## src/rtl/multicycle_controller.sv

```systemverilog
// rtl/multicycle_controller.sv - multicycle ARM controller FSM with multiply stall and long-multiply writeback
module multicycle_controller #(
    parameter int MUL_CYCLES = 3,
    parameter int CNT_W      = 4
) (
    input  logic        clk,
    input  logic        reset,
    input  logic [31:0] Instr,
    input  logic [3:0]  ALUFlags,
    output logic        PCWrite,
    output logic        AdrSrc,
    output logic        MemWrite,
    output logic        IRWrite,
    output logic [1:0]  ResultSrc,
    output logic [1:0]  ALUSrcA,
    output logic [1:0]  ALUSrcB,
    output logic [1:0]  RegSrc,
    output logic        RegWrite,
    output logic [1:0]  ImmSrc,
    output logic [3:0]  ALUControl,
    output logic        Mul,
    output logic        AuxW
);
    typedef enum logic [3:0] {
        S_FETCH, S_DECODE, S_MEMADR, S_MEMRD, S_MEMWB, S_MEMWR, S_EXECUTER,
        S_EXECUTEI, S_ALUWB, S_BRANCH, S_MULEX, S_MULWB, S_MULWB2
    } state_t;

    localparam logic [CNT_W-1:0] MCNT_LAST = CNT_W'(MUL_CYCLES - 1);

    state_t           state_q, state_d, st;
    logic [3:0]       flags_q, flags_d;
    logic [CNT_W-1:0] mcnt_q, mcnt_d;

    logic [1:0] op;
    logic [5:0] funct;
    logic       is_mul, is_long, is_cmp, s_bit, rd_pc, cond_ex, cv_op;
    logic [3:0] dp_ctl, mul_ctl;
    logic       pc_w, mem_w, ir_w, reg_w;
    logic       unused_instr;

    assign op           = Instr[27:26];
    assign funct        = Instr[25:20];
    assign s_bit        = funct[0];
    assign is_cmp       = (funct[4:1] == 4'b1010);
    assign is_mul       = (op == 2'b00) && (funct[5:4] == 2'b00) && (Instr[7:4] == 4'b1001);
    assign is_long      = Instr[23];
    assign rd_pc        = (Instr[15:12] == 4'hF);
    assign cv_op        = (funct[4:1] == 4'b0100) || (funct[4:1] == 4'b0010) || is_cmp;
    assign mul_ctl      = !is_long ? 4'b0100 : (Instr[22] ? 4'b0110 : 4'b0101);
    assign unused_instr = ^{Instr[19:16], Instr[11:8], Instr[3:0]};

    // Flags are NZCV: [3]=N [2]=Z [1]=C [0]=V
    always_comb begin
        cond_ex = 1'b1;
        case (Instr[31:28])
            4'h0: cond_ex = flags_q[2];
            4'h1: cond_ex = !flags_q[2];
            4'h2: cond_ex = flags_q[1];
            4'h3: cond_ex = !flags_q[1];
            4'h4: cond_ex = flags_q[3];
            4'h5: cond_ex = !flags_q[3];
            4'h6: cond_ex = flags_q[0];
            4'h7: cond_ex = !flags_q[0];
            4'h8: cond_ex = flags_q[1] && !flags_q[2];
            4'h9: cond_ex = !flags_q[1] || flags_q[2];
            4'hA: cond_ex = (flags_q[3] == flags_q[0]);
            4'hB: cond_ex = (flags_q[3] != flags_q[0]);
            4'hC: cond_ex = !flags_q[2] && (flags_q[3] == flags_q[0]);
            4'hD: cond_ex = flags_q[2] || (flags_q[3] != flags_q[0]);
            default: cond_ex = 1'b1;
        endcase
    end

    always_comb begin
        dp_ctl = 4'b0000;
        case (funct[4:1])
            4'b0100: dp_ctl = 4'b0000;
            4'b0010: dp_ctl = 4'b0001;
            4'b1010: dp_ctl = 4'b0001;
            4'b0000: dp_ctl = 4'b0010;
            4'b1100: dp_ctl = 4'b0011;
            default: dp_ctl = 4'b0000;
        endcase
    end

    always_comb begin
        state_d = state_q;
        flags_d = flags_q;
        mcnt_d  = mcnt_q;
        case (state_q)
            S_FETCH:  state_d = S_DECODE;
            S_DECODE: begin
                if (!cond_ex || op == 2'b11) state_d = S_FETCH;
                else if (op == 2'b01)        state_d = S_MEMADR;
                else if (op == 2'b10)        state_d = S_BRANCH;
                else if (is_mul)             state_d = S_MULEX;
                else if (funct[5])           state_d = S_EXECUTEI;
                else                         state_d = S_EXECUTER;
            end
            S_MEMADR: state_d = funct[0] ? S_MEMRD : S_MEMWR;
            S_MEMRD:  state_d = S_MEMWB;
            S_EXECUTER, S_EXECUTEI: begin
                state_d = is_cmp ? S_FETCH : S_ALUWB;
                if (s_bit || is_cmp) begin
                    flags_d[3:2] = ALUFlags[3:2];
                    if (cv_op) flags_d[1:0] = ALUFlags[1:0];
                end
            end
            S_MULEX: begin
                mcnt_d = mcnt_q + 1'b1;
                if (mcnt_q == MCNT_LAST) begin
                    mcnt_d  = '0;
                    state_d = S_MULWB;
                    if (s_bit) flags_d[3:2] = ALUFlags[3:2];
                end
            end
            S_MULWB:  state_d = is_long ? S_MULWB2 : S_FETCH;
            default:  state_d = S_FETCH;
        endcase
    end

    // During reset the outputs show FETCH, with every write enable suppressed below
    always_comb begin
        st         = reset ? S_FETCH : state_q;
        pc_w       = 1'b0;
        mem_w      = 1'b0;
        ir_w       = 1'b0;
        reg_w      = 1'b0;
        AdrSrc     = 1'b0;
        ResultSrc  = 2'b00;
        ALUSrcA    = 2'b00;
        ALUSrcB    = 2'b00;
        ALUControl = 4'b0000;
        Mul        = 1'b0;
        AuxW       = 1'b0;
        case (st)
            S_FETCH: begin
                ir_w = 1'b1; pc_w = 1'b1;
                ALUSrcA = 2'b01; ALUSrcB = 2'b10; ResultSrc = 2'b10;
            end
            S_DECODE: begin
                ALUSrcA = 2'b01; ALUSrcB = 2'b10;
            end
            S_MEMADR: ALUSrcB = 2'b01;
            S_MEMRD:  AdrSrc = 1'b1;
            S_MEMWB: begin
                AdrSrc = 1'b1; ResultSrc = 2'b01; reg_w = 1'b1; pc_w = rd_pc;
            end
            S_MEMWR: begin
                AdrSrc = 1'b1; mem_w = 1'b1;
            end
            S_EXECUTER: ALUControl = dp_ctl;
            S_EXECUTEI: begin
                ALUSrcB = 2'b01; ALUControl = dp_ctl;
            end
            S_ALUWB: begin
                reg_w = 1'b1; pc_w = rd_pc;
            end
            S_BRANCH: begin
                ALUSrcA = 2'b10; ALUSrcB = 2'b01; ResultSrc = 2'b10; pc_w = 1'b1;
            end
            S_MULEX: begin
                Mul = 1'b1; ALUControl = mul_ctl;
            end
            S_MULWB: begin
                Mul = 1'b1; ALUControl = mul_ctl; reg_w = 1'b1;
            end
            S_MULWB2: begin
                Mul = 1'b1; ALUControl = mul_ctl; reg_w = 1'b1; AuxW = 1'b1;
            end
            default: ;
        endcase
    end

    assign PCWrite  = pc_w && !reset;
    assign MemWrite = mem_w && !reset;
    assign IRWrite  = ir_w && !reset;
    assign RegWrite = reg_w && !reset;
    assign RegSrc   = {op == 2'b01, op == 2'b10};
    assign ImmSrc   = op;

    always_ff @(posedge clk) begin
        if (reset) begin
            state_q <= S_FETCH;
            flags_q <= 4'b0000;
            mcnt_q  <= '0;
        end else begin
            state_q <= state_d;
            flags_q <= flags_d;
            mcnt_q  <= mcnt_d;
        end
    end
endmodule
```

## config.mk

```make
export PLATFORM = sky130hd
export DESIGN_NAME = multicycle_controller
export DESIGN_NICKNAME = d
export VERILOG_FILES = /design/src/rtl/multicycle_controller.sv
export SDC_FILE = /design/constraint.sdc
export NUM_CORES = 1
export LEC_CHECK = 0
export CORE_ASPECT_RATIO = 0.9
export CORE_MARGIN = 2
export CORE_UTILIZATION = 43
export DETAILED_ROUTE_END_ITERATION = 7
export GPL_ROUTABILITY_DRIVEN = 0
export PLACE_DENSITY_LB_ADDON = 0.05
export SYNTH_ARGS = -nofsm -noshare
export SYNTH_HDL_FRONTEND = slang
export SYNTH_SLANG_ARGS = --single-unit
export TNS_END_PERCENT = 20
```

## constraint.sdc

```tcl
create_clock -name clk -period 4.4 [get_ports clk]
set_input_delay 0.66 -clock clk [delete_from_list [all_inputs] [get_ports clk]]
set_output_delay 0.66 -clock clk [all_outputs]
set_load 0.05 [all_outputs]
```

==> impl_metrics.ini, run 1 <==
[global_route]
grt_usage_pct = 20.9
grt_pass1_vias = 1091
grt_start_max_net_pins = 18
antenna_found_initial = 0
grt_pass1_wl_um = 4890
overflow = 0

[layout]
final_cells = 222
syn2layout_area_growth_pct = 40.0
final_common_cell = clkdlybuf4s50_1
drive_gt1_share_pct = 7.22
fin_nets = 233
antennaDiodeCount = 0
final_cell_mix = clkdlybuf4s50_1, nor2_1, dfxtp_1
fill_cells = 248

[detailed_routing]
firstDrtPassIters = 6
wl_met1_um = 1330
initialDrtViolationCount = 46
drc = 6
wl_per_cell_um = 13.9
wl_met2_um = 1450
top_layer = met4
ant_nets = 0
vias = 1273
wl_met3_um = 251
via_per_inst = 5.73
drt-total-wl_um = 3080

[logic_synthesis]
yosysUniqueCellTypes = 51
synth_cells = 155
yosysSeqAreaShare_pct = 20.8
syn-num-nets = 193
synth_flop_cell = dfxtp_1
ys_seq_elements = 12
syn_area_um2 = 1160
yosys_warnings = 0
async_flop_share_pct = 0
synth_edf_count = 0
synth_area_per_cell_um2 = 7.46

[clocking]
cts_resized = 0
post-cts-setup-buffer-count = 0
h-tree-depth = 1
numCtsBuffers = 3
cts-hold-fix-buffers = 0
clockRootBuffer = clkbuf_4
cts.sink_count = 12
clock_latency_ns = 0.28
clk_pin_slew_ns = 0.07
clk_path_buf_depth = 2
cts_tree = yes

[placed_design]
hpwl_um = 2370
dp_worst_setup_slack_ns = 0.711
placed_cells = 218
numPortBuffers = 45

[power_and_ir_drop]
powerDensity_nw_per_um2 = 204
finalPower_mw = 0.330
p_leak_nw = 0.557
vdd_ir_drop_max_mv = 0.175

[timing]
grt_setup_unrepaired = no
fmax_mhz = 273
finalClockSkew_ns = 0.00396
fin_hold_ws_ns = 0.507
finalHoldViolCount = 0
max-slew-margin-rel_pct = 53.9
worst_slew_pin_slew_ns = 0.687
fin_crit_sh_pct = 83.3
slew_viol_final = 0
min_period_ns = 3.66
setup_tns_ns = 0
finalSetupViolations = 0
finalWorstSetupSlack_ns = 0.735

[critical_path]
cp-start-kind = input port
critPathMaxFanout = 16
cp-end-kind = primary output
cp-startpoint = reset
crit_type = in2out
r2r_start = state_q[3]$_SDFFE_PP0N_
arrival_ns = 3.00
worstPathRequired_ns = 3.74

[min_path]
hold_class = reg2reg
min_from = flags_q[2]$_SDFFE_PP0P_

[die]
rows = 17
dieHeight_um = 53.2
start_util_pct = 46.1
dieArea_um2 = 3120
coreArea_um2 = 2510
die_w_um = 58.7
ios = 59

[job]
cap_viol_max_count = 0

[outcome]
status = finished, violations left
violations = design-rule violations
[where the power goes]
group / internal (mW) / total, mW / switching [mW]
clock network: 0.0505 / 0.0893 / 0.0389
logic: 0.0537 / 0.120 / 0.0667
registers: 0.111 / 0.120 / 0.00892
total: 0.215 / 0.330 / 0.114
[final cells by class]
cell class / count / area, um2 / share of cell area, %
Clock buffer: 4 / 36.3 / 2.24
Inverter: 3 / 11.3 / 0.696
Multi-Input combinational cell: 129 / 838 / 51.8
Sequential cell: 12 / 240 / 14.8
Tap cell: 28 / 35.0 / 2.16
Timing Repair Buffer: 46 / 458 / 28.3
[routing by layer]
layer  track usage (%)  vias to the layer above
li1                  -                      642
met1              26.2                      582
met2              35.0                       42
met3              4.40                        7
met4              7.95                        0
met5                 0                        -
[critical path, stage by stage]
cell             delay [ns]
clkdlybuf4s50_1        0.67
or3_1                  0.50
nor2_1                 0.10
o21ai_0                0.07
o21ai_0                0.17
clkdlybuf4s50_1        0.83
[kinds of logic (layout without fill, tap and decap cells)]
group	Yosys count	count (layout)	synth area share [%]
other	1	1	0.324
AND/OR/NAND/NOR	78	78	39.2
XOR/XNOR	6	6	5.74
multiplexers	6	6	5.20
buffers and inverters	14	53	6.71
AO/OA/AOI/OAI	38	38	22.1
flip-flops	12	12	20.8
[flip-flops by register name, summed over array words and instances, names as in the netlist]
signal,flops
flags_q,4
mcnt_q,4
state_q,4
[synthesized netlist by cell type (3+ instances only)]
| cell | n | area [um2] |
|---|---|---|
| nand2b_1 | 4 | 25.0 |
| nand2_1 | 10 | 37.5 |
| a21oi_1 | 9 | 45.0 |
| mux2i_1 | 6 | 60.1 |
| xor2_1 | 4 | 35.0 |
| nor2_1 | 18 | 67.6 |
| nor3b_1 | 4 | 30.0 |
| dfxtp_1 | 12 | 240 |
| clkbuf_1 | 5 | 18.8 |
| nor3_1 | 8 | 40.0 |
| nor2b_1 | 7 | 43.8 |
| nand3b_1 | 3 | 22.5 |
| buf_4 | 4 | 30.0 |
| nor4_1 | 4 | 25.0 |
| o21ai_0 | 10 | 50.1 |
| a21o_1 | 3 | 22.5 |
[stage by stage]
stage	util (%)	area, um2
after global placement	63.1	1580
after floorplan	-	1160
final	64.5	1620
after CTS	64.5	1620
after global routing	64.5	1620
after detailed placement	63.1	1580
[worst paths after layout]
| kind | endpoint | slack [ns] | cells past startpoint |
|---|---|---|---|
| max | ALUControl[0] | 0.74 | 6 |
| min | flags_q[2]$_SDFFE_PP0P_ | 0.51 | 2 |
| max reg2reg | mcnt_q[3]$_SDFFE_PP0P_ | 2.60 | 5 |
| min reg2reg | flags_q[2]$_SDFFE_PP0P_ | 0.51 | 2 |
Power figures use the tool's default switching activity.
==> run 2, diff against run 1 <==
Settings changed: CORE_UTILIZATION 43 to 36.
Clock period 4.4 ns to 3 ns, I/O delays scaled along.
==> impl_metrics.ini, run 2 (same netlist as run 1, synthesis figures left out) <==
[die]
ios = 59
coreArea_um2 = 3070
die_w_um = 63.7
start_util_pct = 37.7
dieHeight_um = 57.8
rows = 19
dieArea_um2 = 3680

[global_route]
grt_busiest_layer = met2
grt_pass1_vias = 1193
antenna_found_initial = 0
grt_usage_pct = 17.7
use_met2_pct = 28.6
grt_pass1_wl_um = 5260
grt_start_max_net_pins = 27
use_met3_pct = 5.05
overflow = 0
grt_use_met1_pct = 23.7

[detailed_routing]
initialDrtViolationCount = 111
via_per_inst = 5.53
vias = 1305
drc = 0
firstDrtPassIters = 5
drt-total-wl_um = 3140
ant_nets = 0
wl_per_cell_um = 13.3

[outcome]
status = finished clean

[layout]
finish.utilization_pct = 56.7
final_common_cell = clkdlybuf4s50_1
top_regs = flags_q (4), mcnt_q (4), state_q (4)
drive_gt1_share_pct = 16.0
final_cell_mix = clkdlybuf4s50_1, nor2_1, dfxtp_1
antennaDiodeCount = 0
syn2layout_area_growth_pct = 50.4
final_cells = 236
fin_nets = 233

[min_path]
min_from = flags_q[2]$_SDFFE_PP0P_
hold_path_depth = 2
hold_class = reg2reg
hold_path_end = flags_q[2]$_SDFFE_PP0P_

[critical_path]
cp_slowest_cell = dfxtp_1
cp-start-kind = register
arrival_ns = 2.24
r2r_start = state_q[3]$_SDFFE_PP0N_
r2r_slack_ns = 1.19
worstPathRequired_ns = 2.55
ff2ff_path_depth = 5
cp-startpoint = state_q[3]$_SDFFE_PP0N_
cp_num_buf_inv = 2
crit_chain = clkinv_1, nor3_2, o21ai_0, o21ai_1, buf_12
reg2reg_to = mcnt_q[3]$_SDFFE_PP0P_
cp-end-kind = primary output
slowest_delay_ns = 0.63
crit_type = reg2out
critPathMaxFanout = 14
cpLargestDelayFamily = flip-flops

[job]
cap_viol_max_count = 0

[clocking]
numCtsBuffers = 3
cts_tree = yes
clockRootBuffer = clkbuf_4
cts-hold-fix-buffers = 0
clk_path_buf_depth = 2
cts_resized = 0
clock_latency_ns = 0.27
post-cts-setup-buffer-count = 0
cts.sink_count = 12
clk_pin_slew_ns = 0.08
h-tree-depth = 1

[placed_design]
hpwl_um = 2440
numPortBuffers = 45
placed_cells = 232
dp_worst_setup_slack_ns = 0.533

[timing]
finalHoldViolCount = 0
finalSetupViolations = 0
worst_slew_pin_slew_ns = 0.633
max-slew-margin-rel_pct = 57.5
grt_setup_unrepaired = no
finalClockSkew_ns = 0.00720
finalWorstSetupSlack_ns = 0.312
slew_viol_final = 0
setup_tns_ns = 0
fin_crit_sh_pct = 89.6
min_period_ns = 2.69
fmax_mhz = 372

[power_and_ir_drop]
p_leak_nw = 0.617
powerDensity_nw_per_um2 = 285
vdd_ir_drop_max_mv = 0.287
==> run 2: cell count changes in the layout (fill, tap and decap cells not counted), sizes merged <==
cell / delta
clkdlybuf4s50: -16
buf: +16
==> run 2: area by class of cell <==
cell class	instances	area, um2
timing repair buffer	46	556
multi-input combinational	129	843
inverter	3	11.3
tap	42	52.6
fill	302	1330
sequential	12	240
clock buffer	4	36.3
==> run 2: per-layer routing <==
metal	wire (um)	up-vias
li1	-	652
met1	1420	611
met2	1490	40
met3	224	2
met4	9	0
met5	0	-
==> run 2: report_power, final <==
group / total [mW] / internal [mW] / switching, mW
registers: 0.176 / 0.163 / 0.0135
logic: 0.193 / 0.0911 / 0.102
clock network: 0.127 / 0.0738 / 0.0530
total: 0.496 / 0.328 / 0.169
==> run 2: worst max-delay path by stage <==
| stage | end | slack [ns] | cells past startpoint |
|---|---|---|---|
| 3_3_place_gp | ALUControl[0] | 0.54 | 6 |
| 2_1_floorplan | ALUControl[0] | 0.15 | 6 |
| 6_report | ALUControl[0] | 0.31 | 5 |
| 5_1_grt | ALUControl[0] | 0.14 | 5 |
| 3_5_place_dp | RegSrc[0] | 0.53 | 3 |
| 4_1_cts | ALUControl[0] | 0.35 | 5 |
==> run 2: through the flow <==
step	power, mW	hold slack [ns]	area, um2
finish	0.496	0.512	1740
floorplan	0.286	0.466	1160
CTS	0.504	0.518	1740
global placement	0.370	0.488	1700
global route	0.528	0.553	1740
detailed placement	0.372	0.501	1700
==> run 2: worst register-to-register path, cell delays in order (launching register included) <==
cell	delay (ns)
dfxtp_1	0.63
nand2b_1	0.14
nor3_1	0.51
nand4_1	0.19
xor2_1	0.16
nor2_1	0.05
